### config.mk
export PLATFORM = sky130hd
export DESIGN_NAME = micro
export DESIGN_NICKNAME = d
export VERILOG_FILES = /design/src/rtl/micro_pkg.sv /design/src/rtl/micro_alu.sv /design/src/rtl/micro.sv
export SDC_FILE = /design/constraint.sdc
export NUM_CORES = 1
export LEC_CHECK = 0
export BUFFER_PORTS_ARGS = -buffer_cell sky130_fd_sc_hd__buf_4
export CORE_MARGIN = 10
export CORE_UTILIZATION = 48
export CTS_CLUSTER_SIZE = 24
export DETAILED_ROUTE_END_ITERATION = 16
export GPL_TIMING_DRIVEN = 0
export MAX_ROUTING_LAYER = met4
export PLACE_DENSITY_LB_ADDON = 0.12
export REMOVE_ABC_BUFFERS = 1
export SYNTH_ARGS = -nofsm -noshare
export SYNTH_HDL_FRONTEND = slang
export SYNTH_SLANG_ARGS = --single-unit
### constraint.sdc
create_clock -name clk -period 4.2 [get_ports clk]
set_clock_uncertainty 0.1 [all_clocks]
set_input_delay 0.42 -clock clk [delete_from_list [all_inputs] [get_ports clk]]
set_output_delay 0.42 -clock clk [all_outputs]
set_load 0.01 [all_outputs]
### src/rtl/micro_pkg.sv
// micro_pkg: field positions and encodings for the micro instruction word.
// Latency: n/a (constants and types only).
// Backpressure: n/a.
//
// Shared by micro (decoder/registers) and micro_alu (add/sub datapath).
package micro_pkg;

    localparam int DATA_W = 8;

    // Instruction field positions
    localparam int CLASS_HI = 7;
    localparam int CLASS_LO = 6;
    localparam int OP_BIT   = 5;
    localparam int OPD_HI   = 4;
    localparam int OPD_LO   = 3;
    localparam int DST_HI   = 5;
    localparam int DST_LO   = 3;
    localparam int SRC_HI   = 2;
    localparam int SRC_LO   = 0;

    // Instruction classes (inst[7:6]); 1x is NOP
    localparam logic [1:0] CLS_MOVE = 2'b00;
    localparam logic [1:0] CLS_ALU  = 2'b01;

    // Move destinations (inst[5:3]); 101-111 are NOP
    localparam logic [2:0] DST_NONE = 3'b000;
    localparam logic [2:0] DST_A    = 3'b001;
    localparam logic [2:0] DST_B    = 3'b010;
    localparam logic [2:0] DST_C    = 3'b011;
    localparam logic [2:0] DST_OUT  = 3'b100;

    // Output-transfer sources (inst[2:0]); 000 and 101-111 are NOP
    localparam logic [2:0] SRC_NONE = 3'b000;
    localparam logic [2:0] SRC_A    = 3'b001;
    localparam logic [2:0] SRC_B    = 3'b010;
    localparam logic [2:0] SRC_C    = 3'b011;
    localparam logic [2:0] SRC_IN   = 3'b100;

    // ALU operand select (inst[4:3])
    localparam logic [1:0] OPD_IN = 2'b00;
    localparam logic [1:0] OPD_B  = 2'b01;
    localparam logic [1:0] OPD_C  = 2'b10;
    localparam logic [1:0] OPD_A  = 2'b11;

    typedef enum logic {
        OP_ADD = 1'b0,
        OP_SUB = 1'b1
    } op_t;

endpackage

### src/rtl/micro_alu.sv
// micro_alu: combinational 8-bit add/sub, y = a op x, modulo 256, no flags.
// Latency: 0 cycles (pure combinational).
// Backpressure: none.
//
// Ports: a, x (operands), op (OP_ADD/OP_SUB), y (result).
// Config: MICRO_ALU_SUB_EN builds the subtract path; without it op is
// ignored and every operation adds.
module micro_alu
    import micro_pkg::*;
(
    input  logic [DATA_W-1:0] a,
    input  logic [DATA_W-1:0] x,
    input  op_t               op,
    output logic [DATA_W-1:0] y
);

`ifdef MICRO_ALU_SUB_EN
    always_comb begin
        y = a + x;
        if (op == OP_SUB) begin
            y = a - x;
        end
    end
`else
    // Opcode bit has no effect when the subtractor is not built.
    logic unused_op;
    assign unused_op = op;
    assign y = a + x;
`endif

endmodule

### src/rtl/micro.sv
// micro: 8-bit accumulator core, one instruction per clock, registers A/B/C + data_out.
// Latency: 1 cycle; results visible right after the sampling edge.
// Backpressure: none; an instruction is consumed on every rising edge.
//
// Ports: clk, rst (sync, active-high), inst[7:0], data_in[7:0], data_out[7:0] (registered).
// Config: MICRO_ALU_SUB_EN enables subtraction for ALU instructions with inst[5]=1.
module micro
    import micro_pkg::*;
(
    input  logic              clk,
    input  logic              rst,
    input  logic [7:0]        inst,
    input  logic [7:0]        data_in,
    output logic [7:0]        data_out
);

    logic [DATA_W-1:0] reg_a;
    logic [DATA_W-1:0] reg_b;
    logic [DATA_W-1:0] reg_c;

    logic [1:0]        cls;
    logic [1:0]        opd;
    logic [2:0]        dst;
    logic [2:0]        src;
    op_t               op;
    logic [DATA_W-1:0] alu_x;
    logic [DATA_W-1:0] alu_y;

    assign cls = inst[CLASS_HI:CLASS_LO];
    assign opd = inst[OPD_HI:OPD_LO];
    assign dst = inst[DST_HI:DST_LO];
    assign src = inst[SRC_HI:SRC_LO];
    assign op  = op_t'(inst[OP_BIT]);

    // Operand mux reads pre-edge register values, so X = A gives 2A.
    always_comb begin
        alu_x = data_in;
        case (opd)
            OPD_B:   alu_x = reg_b;
            OPD_C:   alu_x = reg_c;
            OPD_A:   alu_x = reg_a;
            default: alu_x = data_in;
        endcase
    end

    micro_alu u_alu (
        .a  (reg_a),
        .x  (alu_x),
        .op (op),
        .y  (alu_y)
    );

    always_ff @(posedge clk) begin
        if (rst) begin
            reg_a    <= '0;
            reg_b    <= '0;
            reg_c    <= '0;
            data_out <= '0;
        end else begin
            case (cls)
                CLS_ALU: begin
                    reg_a <= alu_y;
                end
                CLS_MOVE: begin
                    case (dst)
                        DST_A:   reg_a    <= data_in;
                        DST_B:   reg_b    <= data_in;
                        DST_C:   reg_c    <= data_in;
                        DST_OUT: data_out <= data_in;
                        DST_NONE: begin
                            // Output transfer: source field only meaningful here.
                            case (src)
                                SRC_A:   data_out <= reg_a;
                                SRC_B:   data_out <= reg_b;
                                SRC_C:   data_out <= reg_c;
                                SRC_IN:  data_out <= data_in;
                                default: ;
                            endcase
                        end
                        default: ;
                    endcase
                end
                default: ;
            endcase
        end
    end

endmodule

==> impl_summary.md, run 1 <==
Synth
The netlist area before placement is between 2000 and 2500 um2. The synthesized area divided by synthesized cell count is 8.827 um2. Sorting the synthesized cells by area gives the leading types as sky130_fd_sc_hd__dfxtp_1, sky130_fd_sc_hd__mux2i_1, sky130_fd_sc_hd__mux4_2, sky130_fd_sc_hd__nor2_1, sky130_fd_sc_hd__ha_1. Sequential elements use 30.75% of the synthesized area. The Yosys step of the flow raised 0 warnings. In this run, synthesis produced a sequential element count of 32. The portion of synthesized cell area occupied by the leading cell type is 30.75%. The cell taking the most area after synthesis is sky130_fd_sc_hd__dfxtp_1. The cell count after synthesis is 236. The number of unique standard cell types used by synthesis is 42.

Drt
The number of nets with antenna violations after detailed routing is 0. The detailed router finished its first iteration with roughly 130 violations. The final wirelength is 5.111 mm. For this block, the via count after detailed routing is 1,832. In the routed layout, each cell is associated on average with a via count of 6.007. The first-pass iteration count of the detailed router is 4.

The remaining design rule violation count is 0. In the final routed layout, each cell accounts on average for 16.76 um.

Setup path
The worst setup path is of the in -> reg kind. The critical path launch point type is an input pin. Data arrives at the worst endpoint at about 2.8 ns.

On the critical path the largest part of the delay comes from compound AO/OA/AOI/OAI gates. The maximum single-stage delay on the critical path is 0.53 ns. The largest fanout on the critical path is 14. The number of buffers and inverters on the critical path is 1. The signal on the critical path passes through buf_4 -> mux4_2 -> ha_1 -> fa_1 -> a211oi_1 -> o21bai_1 -> a21oi_1 -> xor2_1 -> a2111oi_1.

The required time reported for the critical path endpoint is 4.28 ns. STA classifies the critical path endpoint as a register. For this design, the slowest cell found on the critical path is sky130_fd_sc_hd__mux4_2.

Global route
The number of global-route vias before repair is 1,839. The global-route wire length before repair is between 8 and 9 mm. For this run, the total global-route usage over all layers was measured as 14.60%. The initial antenna violation count is 0. For this run the aggregate overflow at the end of global routing stands at 0.

Entering global routing, the biggest net connects 33 pins.

CTS
In this run, CTS created clock tree buffers numbering 5. The post-cts repair resize count is 0. The longest clock path from root to sink contains 2 buffers. The root cell of the clock tree is sky130_fd_sc_hd__clkbuf_8. The clock tree from TritonCTS is done. The clock-pin slew on the worst setup and hold paths is 0.07 ns.

In this run the post-CTS setup repair buffer count came out at 0. Clock tree synthesis found a total of 32 sinks. In this run, post-CTS hold repair placed 0 buffers. The H-tree depth is 2. The source-to-sink clock delay at the later pin of the worst-skew pair is roughly 0.29 ns.

Floorplanning
For this configuration, the core starts out at a cell density of 50.98%. The die width is 85.88 um. The die outline height is 85.88 um. The number of primary I/O pins is 26. The die covers 7375 um2. Row generation in the floorplan step produced 23 rows.

The core region area is 4086 um2.

Power and ir drop
In this run the power density over the cells is 297.3 nW/um2. The internal cell power is slightly above 0.5 mW. The share of total power dissipated in combinational logic is 18.8%.

The maximum VDD drop is ~0.24 mV. The share of total power dissipated in sequential elements is 46.0%. The proportion of power drawn by the clock network is 35.2%.

Net switching is 27.83% of the power. The total net switching power is roughly 0.19 mW. The static leakage is a little over 1 nW.

Job
The number of maximum-capacitance violations is 0.

Final layout
At the end of the flow, the number of nets in the layout was around 280. The area of combinational cells with multiple inputs is 1366 um2. The antenna diode instance count is 0. Of the cells placed in the final design, the portion with a size suffix greater than 1 is 17.25%. Summing all flip-flop and latch instances after layout gives 640.6 um2. The count of filler cells inserted in the layout is 397. The relative area change from synthesis to final layout is 13.03%.

STA
Setup repair after global routing left no endpoint under its margin. The final critical path takes up 65.10% of the cycle. Summed over all failing endpoints, the final setup total negative slack is 0 ns. In this run the tightest slew margin relative to its limit is 36.55%. The maximum clock frequency is 365.7 MHz.

The smallest clock period supported by the final layout is computed as roughly 2.7 ns. The hold violation count in the final report is 0. Hold is met by 0.3063 ns.

The number of pins exceeding their max-slew limit in the final report is 0. Setup violations remaining at the end of the flow were counted as 0. At the pin with the least slew margin, the transition time is 0.9454 ns.

Placement
In this run the tool buffered the top-level ports with 25 buffer cells. Once detailed placement completed, the half-perimeter wirelength came to 3.852 mm. The congestion estimate from routability-driven global placement came to 0.8297.

Outcome
The run finished with clean final reports.

Hold path
The min-delay analysis places its worst path in the category in -> reg.
==> cells in the mapped netlist, drive strengths merged <==
| library cell | count |
|---|---|
| a21o | 1 |
| clkbuf | 6 |
| mux2i | 18 |
| nand3 | 2 |
| a311oi | 2 |
| o21bai | 1 |
| o211ai | 1 |
| nand2 | 11 |
| xor2 | 4 |
| dfxtp | 32 |
| or3b | 8 |
| nand4b | 1 |
| nor4 | 3 |
| nor2 | 36 |
| o21a | 1 |
| mux4 | 7 |
| nor3b | 2 |
| nand2b | 4 |
| fa | 1 |
| a2111oi | 2 |
| buf | 8 |
| or2 | 1 |
| a211o | 2 |
| inv | 2 |
| o221ai | 3 |
| nor3 | 21 |
| xnor2 | 4 |
| a211oi | 8 |
| ha | 9 |
| o22ai | 9 |
| nor2b | 1 |
| o21ai | 8 |
| a21oi | 16 |
| nand3b | 1 |
==> cells in the final DEF (no fill, tap or decap), drive strengths merged <==
master	instances
a2111oi	2
a211o	2
a211oi	8
a21o	1
a21oi	16
a311oi	2
buf	25
clkbuf	8
dfxtp	32
fa	1
ha	9
inv	2
mux2i	18
mux4	7
nand2	11
nand2b	4
nand3	2
nand3b	1
nand4b	1
nor2	36
nor2b	1
nor3	21
nor3b	2
nor4	3
o211ai	1
o21a	1
o21ai	8
o21bai	1
o221ai	3
o22ai	9
or2	1
or3b	8
xnor2	4
xor2	4
==> final timing paths <==
| check | from | end | slack (ns) | depth (start not counted) |
|---|---|---|---|---|
| hold reg to reg | data_out[7] | data_out[7] | 0.36 | 2 |
| setup / recovery | inst[3] | reg_a[6] | 1.47 | 9 |
| setup reg to reg | reg_a[0] | reg_a[6] | 1.53 | 8 |
| hold / removal | data_in[0] | reg_c[0] | 0.31 | 3 |
==> kinds of logic (layout without fill, tap and decap cells) <==
| kind of cell | after synthesis | count (layout) | share of synthesized area, % |
|---|---|---|---|
| AOI/OAI and AO/OA | 54 | 54 | 17.48 |
| muxes | 25 | 25 | 16.22 |
| DFF | 32 | 32 | 30.75 |
| buffers and inverters | 16 | 35 | 3.663 |
| and+or+nand+nor | 91 | 91 | 22.16 |
| xor gates and xnor gates | 8 | 8 | 3.363 |
| adders and majority gates | 10 | 10 | 6.367 |
==> routing by layer <==
layer  share of wire (%)  GRT usage, %  vias to the layer above  wire length (um)
met5                   0             -                        -                 0
met3                 4.4         3.217                        7               227
met2                  49         23.53                       35              2512
met1                  45         17.99                      871              2321
li1                    -             -                      919                 -
met4                0.98         3.593                        0                50
==> registers in the layout (all words and copies together) (netlist names) <==
signal    cells
data_out      8
reg_a         8
reg_b         8
reg_c         8
==> layout make-up <==
type	count	area share (%)
timing repair buffer	25	7.970
tap	50	2.657
sequential	32	27.21
multi-input combinational	188	58.02
clock buffer	8	3.826
inverter	2	0.3188
==> power groups by stage <==
| stage | Clock (mW) | Combinational [mW] | Sequential [mW] |
|---|---|---|---|
| after floorplan | 0 | 0.0789 | 0.327 |
| after global placement | 0 | 0.130 | 0.329 |
| after detailed placement | 0 | 0.131 | 0.329 |
| after CTS | 0.253 | 0.132 | 0.322 |
| after global routing | 0.269 | 0.147 | 0.324 |
| final | 0.247 | 0.131 | 0.322 |
==> worst reg2reg max path, stage by stage, from the launching register on <==
cell,delay [ns]
sky130_fd_sc_hd__dfxtp_1,0.34
sky130_fd_sc_hd__mux4_2,0.48
sky130_fd_sc_hd__ha_1,0.23
sky130_fd_sc_hd__fa_1,0.43
sky130_fd_sc_hd__a211oi_1,0.24
sky130_fd_sc_hd__o21bai_1,0.11
sky130_fd_sc_hd__a21oi_1,0.18
sky130_fd_sc_hd__xor2_1,0.09
sky130_fd_sc_hd__a2111oi_1,0.37
==> per-stage QoR <==
stage | power (mW) | instance area (um2) | std cells | util, % | setup WS [ns]
floorplan | 0.4062 | 2014 | 222 | - | 1.605
detailed placement | 0.4606 | 2265 | 297 | 55.42 | 1.172
finish | 0.7000 | 2355 | 305 | 57.62 | 1.466
global route | 0.7399 | 2355 | 305 | 57.62 | 1.209
CTS | 0.7068 | 2355 | 305 | 57.62 | 1.453
global placement | 0.4586 | 2265 | 297 | 55.42 | 1.157
Note: power is estimated with default switching activity, not from simulation.
==> inputs of run 2 (changes only) <==
==> constraint.sdc (replaced) <==
create_clock -name clk -period 2.45 [get_ports clk]
set_clock_uncertainty 0.1 [all_clocks]
set_input_delay 0.245 -clock clk [delete_from_list [all_inputs] [get_ports clk]]
set_output_delay 0.245 -clock clk [all_outputs]
set_load 0.01 [all_outputs]
==> run 2 against run 1 <==
  * The run now ends with setup timing left
  * Design area rose by 2.1%
  * Worst setup slack got worse by 1.5 ns
  * Global-route usage rose by 0.12 points
  * Utilization rose by 1.2 points
  * Hold slack got worse by 0.18 ns
  * Critical endpoint unchanged
  * Largest power group unchanged
==> impl_summary.md, run 2 (synthesis results as in run 1) <==
STA
In the finished design, the share of the clock period the worst path needs comes to 100.5%. The minimum setup slack in the final design is -0.01161 ns (was 1.466 ns). Based on the critical path, the design can be clocked at up to 406.2 MHz. The actual slew at the worst max-slew pin was 0.9435 ns (was 0.9454 ns). The final critical-path required period is 2.462 ns.

The number of pins exceeding their max-slew limit in the final report is 0 (unchanged). The relative slew slack was 36.68% (was 36.55%). Unrepaired setup endpoints after global routing: true (was false).

The hold violation count in the final report is 0 (unchanged). The total setup violations reported at the end of the flow is 1 (was 0).

Floorplanning
The die outline height is 85.88 um (unchanged). The core region area is 4086 um2 (unchanged). The area of the die is 7375 um2 (unchanged). The initial standard-cell utilization of the core is 50.98% (unchanged). The row count is 23 (unchanged). The die width was 85.88 um (unchanged). The number of primary I/O pins is 26 (unchanged).

CTS
The clock buffer count from CTS came to 5 (unchanged). The buffer depth of the longest clock path came to 2 (unchanged). The clock-pin slew on the worst setup and hold paths was 0.07 ns (about the same). The number of hold-repair buffers added at the cts stage came to 0 (unchanged). The H-tree depth is 2 (unchanged).

The count of clock tree sinks came to 32 (unchanged). The source-to-sink clock delay at the later pin of the worst-skew pair came to 0.29 ns (about the same). The root cell of the clock tree is sky130_fd_sc_hd__clkbuf_8 (unchanged).

The clock tree from TritonCTS is done (unchanged).

Setup path
The number of cell instances on the worst register-to-register path is 8 (unchanged). The launch point of the worst reg-to-reg path was reg_a[0] (unchanged). The largest fanout on the critical path is 4 (was 14). The critical path class is reg -> reg (was in -> reg).

The internal reg-to-reg setup slack was -0.01 ns (was 1.53 ns). The required time reported for the critical path endpoint is 2.54 ns (was 4.28 ns). The critical path launch point type is a register (was input pin). The capture point of the worst reg-to-reg path is reg_a[6] (unchanged). The type of destination of the critical path is a register (unchanged).

The arrival time of the worst setup path is 2.55 ns (was 2.81 ns).

Drt
The total via count in the routed design is 1,833 (was 1,832). The final wirelength is 5.146 mm (was 5.111 mm). The number of violations reported at the end of detailed-routing iteration 0 came to 132 (unchanged). The remaining design rule violation count is 0 (unchanged). The average via count per standard cell came to 5.990 (was 6.007). The first-pass iteration count of the detailed router came to 4 (unchanged).

The average routed wire per standard cell was 16.82 um (was 16.76 um). The number of nets with antenna violations after detailed routing came to 0 (unchanged).

Power and ir drop
The total power per unit cell area is 503.4 nW/um2 (was 297.3 nW/um2). The sequential fraction of design power is 45.7% (was 46.0%). The maximum VDD drop was 0.4079 mV (was 0.2373 mV). The internal cell power is 0.8715 mW (was 0.5052 mW).

The total net switching power is 0.3383 mW (was 0.1948 mW). The relative contribution of combinational cells to total power came to 19.3% (was 18.8%). The proportion of power drawn by the clock network came to 34.9% (was 35.2%). The switching share of power came to 27.96% (was 27.83%). The total design power is 1.210 mW (was 0.7000 mW). The static leakage is 1.011 nW (was 1.012 nW).

Final layout
The number of nets at the end of the flow was 283 (was 282). The share of cells above drive strength 1 is 21.48% (was 17.25%). The most common cell after layout, fill and taps aside is sky130_fd_sc_hd__nor2_1 (unchanged). The relative area change from synthesis to final layout is 15.38% (was 13.03%). The antenna diode instance count is 0 (unchanged). The non-filler instance count after layout is 306 (was 305). Most used cells in the layout excluding fill and tap cells: sky130_fd_sc_hd__nor2_1, sky130_fd_sc_hd__dfxtp_1, sky130_fd_sc_hd__buf_4 (unchanged). The final core area utilization was 58.82% (was 57.62%).

Global route
The aggregate global routing overflow is 0 (unchanged). The initial antenna violation count is 0 (unchanged). The maximum number of pins on one net before global-route repair came to 33 (unchanged). The global-route usage over all layers was 14.72% (was 14.60%). The global-route wire length before repair is 8.769 mm (was 8.700 mm).

The number of global-route vias before repair is 1,854 (was 1,839).

Hold path
The worst hold-check path type is in -> reg (unchanged). The cell depth of the worst min-delay path was 3 (unchanged). The endpoint of the worst hold path was reg_c[0] (unchanged). The worst hold path startpoint is data_in[0] (unchanged).

Placement
The final estimated routing congestion in global placement is 0.8297 (unchanged). The detailed placement HPWL was 3.852 mm (unchanged). The number of placed instances with taps included is 297 (unchanged). The number of buffers added on ports is 25 (unchanged).

Outcome
Run status: finished with violations (was complete, no violations). The checks that failed: setup timing.

Job
The number of maximum-capacitance violations was 0 (unchanged).
==> run 2: metrics by stage <==
stage          setup TNS [ns]  hold WS (ns)  worst slack, ns  instance area (um2)
3_3_place_gp          -0.5996        0.3518          -0.4175                 2265
3_5_place_dp          -0.6271        0.3539          -0.4031                 2265
4_1_cts              -0.03048        0.1344         -0.03048                 2374
6_report             -0.01161        0.1304         -0.01161                 2404
2_1_floorplan        -0.02380        0.2141         -0.02380                 2014
5_1_grt               -0.3695        0.1490          -0.1927                 2404
==> run 2: cell type report <==
| cell class | instances | area [um2] |
|---|---|---|
| flip-flops and latches | 32 | 641.9 |
| clock buffers | 8 | 90.09 |
| fillers | 395 | 1683 |
| well taps | 50 | 62.56 |
| multi-input cells | 188 | 1406 |
| inverters | 2 | 7.507 |
| repair buffers | 26 | 195.2 |
==> run 2: repair_timing <==
item                                    in CTS  in global routing
setup buffers                                1                  0
gates resized for setup                      4                  7
endpoints found under the setup margin       1                  3
pin swaps                                    3                  2
==> run 2: critical path, cell delays in order (launching register included) <==
cell                        delay, ns
sky130_fd_sc_hd__dfxtp_2         0.34
sky130_fd_sc_hd__mux4_2          0.48
sky130_fd_sc_hd__ha_2            0.21
sky130_fd_sc_hd__fa_2            0.38
sky130_fd_sc_hd__a211oi_2        0.21
sky130_fd_sc_hd__o21bai_1        0.11
sky130_fd_sc_hd__a21oi_1         0.16
sky130_fd_sc_hd__xor2_1          0.10
sky130_fd_sc_hd__a2111oi_2       0.29
==> run 2: per-layer routing <==
metal  routed length [um]  share of wire [%]  track usage (%)  up-vias
li1                     -                  -                -      923
met2                 2556                 50            23.66       28
met1                 2343                 46            18.21      875
met3                  194                3.8            3.217        7
met5                    0                  0                -        -
met4                   51               0.99            3.593        0
==> run 2: power by group through the flow <==
stage          clock (mW)  combinational, mW  sequential, mW
2_1_floorplan           0              0.135           0.561
3_3_place_gp            0              0.223           0.563
3_5_place_dp            0              0.225           0.564
4_1_cts             0.433              0.229           0.553
5_1_grt             0.462              0.262           0.556
6_report            0.422              0.234           0.553
==> run 2: worst max path at each step <==
stage | startpoint | to | depth (start not counted)
2_1_floorplan | reg_a[0] | reg_a[6] | 8
3_3_place_gp | inst[3] | reg_a[6] | 9
3_5_place_dp | inst[3] | reg_a[6] | 9
4_1_cts | reg_a[0] | reg_a[6] | 8
5_1_grt | reg_a[0] | reg_a[6] | 8
6_report | reg_a[0] | reg_a[6] | 8
==> inputs of run 3 (changes only) <==
--- a/config.mk
+++ b/config.mk
@@ -7,13 +7,14 @@
 export LEC_CHECK = 0
 export BUFFER_PORTS_ARGS = -buffer_cell sky130_fd_sc_hd__buf_4
 export CORE_MARGIN = 10
-export CORE_UTILIZATION = 48
+export CORE_UTILIZATION = 40
 export CTS_CLUSTER_SIZE = 24
 export DETAILED_ROUTE_END_ITERATION = 16
 export GPL_TIMING_DRIVEN = 0
 export MAX_ROUTING_LAYER = met4
 export PLACE_DENSITY_LB_ADDON = 0.12
 export REMOVE_ABC_BUFFERS = 1
+export SKIP_LAST_GASP = 1
 export SYNTH_ARGS = -nofsm -noshare
 export SYNTH_HDL_FRONTEND = slang
 export SYNTH_SLANG_ARGS = --single-unit
==> run 3 against run 2 <==
  * The flow still finishes with violations (setup timing)
  * Sequential cell count unchanged
  * First-iteration DRC count decreased by 17%
  * Power increased by 7.9%
  * Design area increased by 2.4%
  * Global-route usage decreased by 1.1 points
  * Sequential share of layout area decreased by 0.52 points
  * Utilization decreased by 10 points
  * Sequential power about the same
  * Non-clock buffer count increased by 1
  * Cell count increased by 6.9%
  * Clock power increased by 22%
  * Largest power group unchanged
==> impl_summary.md, run 3 (synthesis results as in run 1) <==
Outcome
Run status: finished with violations (unchanged). Failing checks: setup timing (unchanged).

Setup path
The internal reg-to-reg setup slack was -0.02 ns (was -0.01 ns). The critical path class is reg -> reg (unchanged). The capture point of the worst reg-to-reg path was reg_a[6] (unchanged). Worst-path cell chain: mux4_2 -> ha_4 -> fa_2 -> a211oi_2 -> o21bai_1 -> a21oi_1 -> xor2_1 -> a2111oi_2 (was mux4_2 -> ha_2 -> fa_2 -> a211oi_2 -> o21bai_1 -> a21oi_1 -> xor2_1 -> a2111oi_2). The number of cell instances on the worst register-to-register path was 8 (unchanged). The termination of the worst setup path was reg_a[6] (unchanged). The startpoint of the worst setup timing path was reg_a[0] (unchanged). The critical path launch point type is a register (unchanged). The largest fanout on the critical path is 4 (unchanged). The arrival time of the worst setup path came to 2.56 ns (was 2.55 ns).

The required time reported for the critical path endpoint was 2.54 ns (about the same). The launch point of the worst reg-to-reg path was reg_a[0] (unchanged). The critical path's slowest cell is sky130_fd_sc_hd__mux4_2 (unchanged). The maximum single-stage delay on the critical path was 0.51 ns (was 0.48 ns). The type of destination of the critical path was a register (unchanged).

Placement
The worst-case setup slack after placement is -0.4208 ns (was -0.4031 ns). The detailed placement HPWL was 3.930 mm (was 3.852 mm). The number of buffers added on ports is 25 (unchanged). The final estimated routing congestion in global placement came to 0.8254 (was 0.8297).

STA
Unrepaired setup endpoints after global routing: true (unchanged). The number of pins exceeding their max-slew limit in the final report is 0 (unchanged). The final critical-path required period is 2.467 ns (was 2.462 ns). The hold violation count in the final report is 0 (unchanged). The total setup violations reported at the end of the flow is 2 (was 1). The final clock period utilization by the worst path is 100.7% (was 100.5%). The minimum setup slack in the final design is -0.01741 ns (was -0.01161 ns).

The actual slew at the worst max-slew pin is 0.9788 ns (was 0.9435 ns). The relative slew slack is 34.31% (was 36.68%). The maximum clock frequency came to 405.3 MHz (was 406.2 MHz).

Floorplanning
The initial standard-cell utilization of the core is 41.05% (was 50.98%). The number of primary I/O pins was 26 (unchanged). The die outline height came to 92.17 um (was 85.88 um). The die width is 92.17 um (was 85.88 um). The area of the die is 8494 um2 (was 7375 um2). The core region area came to 5075 um2 (was 4086 um2). The row count is 26 (was 23).

CTS
The clock tree from TritonCTS is done (unchanged). The clock-pin slew on the worst setup and hold paths is 0.07 ns (about the same). The count of clock tree sinks is 32 (unchanged). The number of hold-repair buffers added at the cts stage was 0 (unchanged). The buffer depth of the longest clock path is 2 (unchanged). The source-to-sink clock delay at the later pin of the worst-skew pair is 0.29 ns (about the same). The H-tree depth is 2 (unchanged).

The root cell of the clock tree is sky130_fd_sc_hd__clkbuf_8 (unchanged). The clock buffer count from CTS was 5 (unchanged).

Final layout
The share of cells above drive strength 1 is 21.40% (was 21.48%). The relative area change from synthesis to final layout was 18.14% (was 15.38%). The most common cell after layout, fill and taps aside is sky130_fd_sc_hd__nor2_1 (unchanged). The area of combinational cells with multiple inputs is 1411 um2 (was 1406 um2).

Most used cells in the layout excluding fill and tap cells: sky130_fd_sc_hd__nor2_1, sky130_fd_sc_hd__dfxtp_1, sky130_fd_sc_hd__buf_4 (unchanged). The final core area utilization came to 48.50% (was 58.82%). The sequential cell area came to 644.4 um2 (was 641.9 um2).

The count of filler cells inserted in the layout is 513 (was 395). The number of nets at the end of the flow is 284 (was 283). The antenna diode instance count is 0 (unchanged).

Global route
The global-route usage over all layers is 13.59% (was 14.72%). The global-route wire length before repair is 9.266 mm (was 8.769 mm). The initial antenna violation count is 0 (unchanged).

The aggregate global routing overflow came to 0 (unchanged). The maximum number of pins on one net before global-route repair was 33 (unchanged). The number of global-route vias before repair is 1,842 (was 1,854).

Power and ir drop
The maximum VDD drop came to 0.2795 mV (was 0.4079 mV). The static leakage is 1.029 nW (was 1.011 nW). The total power per unit cell area came to 530.4 nW/um2 (was 503.4 nW/um2).

Drt
The average via count per standard cell came to 5.578 (was 5.990). The number of nets with antenna violations after detailed routing is 0 (unchanged). The final wirelength was 5.470 mm (was 5.146 mm). The average routed wire per standard cell is 16.73 um (was 16.82 um). The remaining design rule violation count was 0 (unchanged). The number of violations reported at the end of detailed-routing iteration 0 was 109 (was 132). The total via count in the routed design is 1,824 (was 1,833). The first-pass iteration count of the detailed router is 4 (unchanged).

Job
The number of maximum-capacitance violations is 0 (unchanged).

Hold path
The worst hold-check path type is in -> reg (unchanged).
[run 3: changes by cell type in the layout (fill, tap and decap cells not counted), sizes merged]
cell    change
clkinv      +1
bufinv      +1
clkbuf      -2
buf         +1
[run 3: stage by stage]
step	area [um2]	hold WS (ns)	power, mW	TNS (ns)	cells
CTS	2416	0.1307	1.308	-0.03438	326
finish	2461	0.1311	1.305	-0.01920	327
global placement	2290	0.3530	0.7894	-0.6682	317
floorplan	2014	0.2141	0.6963	-0.02380	222
detailed placement	2290	0.3582	0.7902	-0.6740	317
global route	2461	0.1420	1.367	-0.2451	327
[run 3: cell type report]
type | count | share of cell area [%]
Clock buffer | 6 | 2.949
Clock inverter | 2 | 1.423
Inverter | 2 | 0.3050
Multi-Input combinational cell | 188 | 57.35
Sequential cell | 32 | 26.18
Tap cell | 70 | 3.559
Timing Repair Buffer | 27 | 8.236
[run 3: critical path: cells and delay by family, from the launching register on]
family                     cells  cell delay [ns]
DFF                            1             0.35
AOI/OAI and AO/OA              4             0.75
xor gates and xnor gates       1             0.10
muxes                          1             0.51
adders and majority gates      2             0.56
[run 3: routing by layer]
metal	GRT usage (%)	vias up	wire (um)
li1	-	919	-
met1	17.02	869	2589
met2	21.18	30	2676
met3	2.934	6	150
met4	4.499	0	54
met5	-	-	0
[run 3: power breakdown]
group	total, mW	internal, mW	switching, mW
Clock	0.513	0.302	0.211
Sequential	0.552	0.536	0.0168
Combinational	0.240	0.108	0.131
Total	1.31	0.946	0.359
[run 3: how the worst min path moves through the flow]
stage               slack, ns  cells past startpoint           to   startpoint
CTS                      0.13                      3     reg_c[0]   data_in[0]
global placement         0.35                      2  data_out[7]  data_out[7]
floorplan                0.21                      1  data_out[7]          rst
detailed placement       0.36                      2  data_out[7]  data_out[7]
global route             0.14                      3     reg_b[7]   data_in[7]
finish                   0.13                      3     reg_b[7]   data_in[7]
[run 3: timing repair]
item / CTS / global route
endpoints found under the setup margin: 1 / 3
setup buffers: 1 / 1
pin swaps: 3 / 3
gates resized for setup: 4 / 8
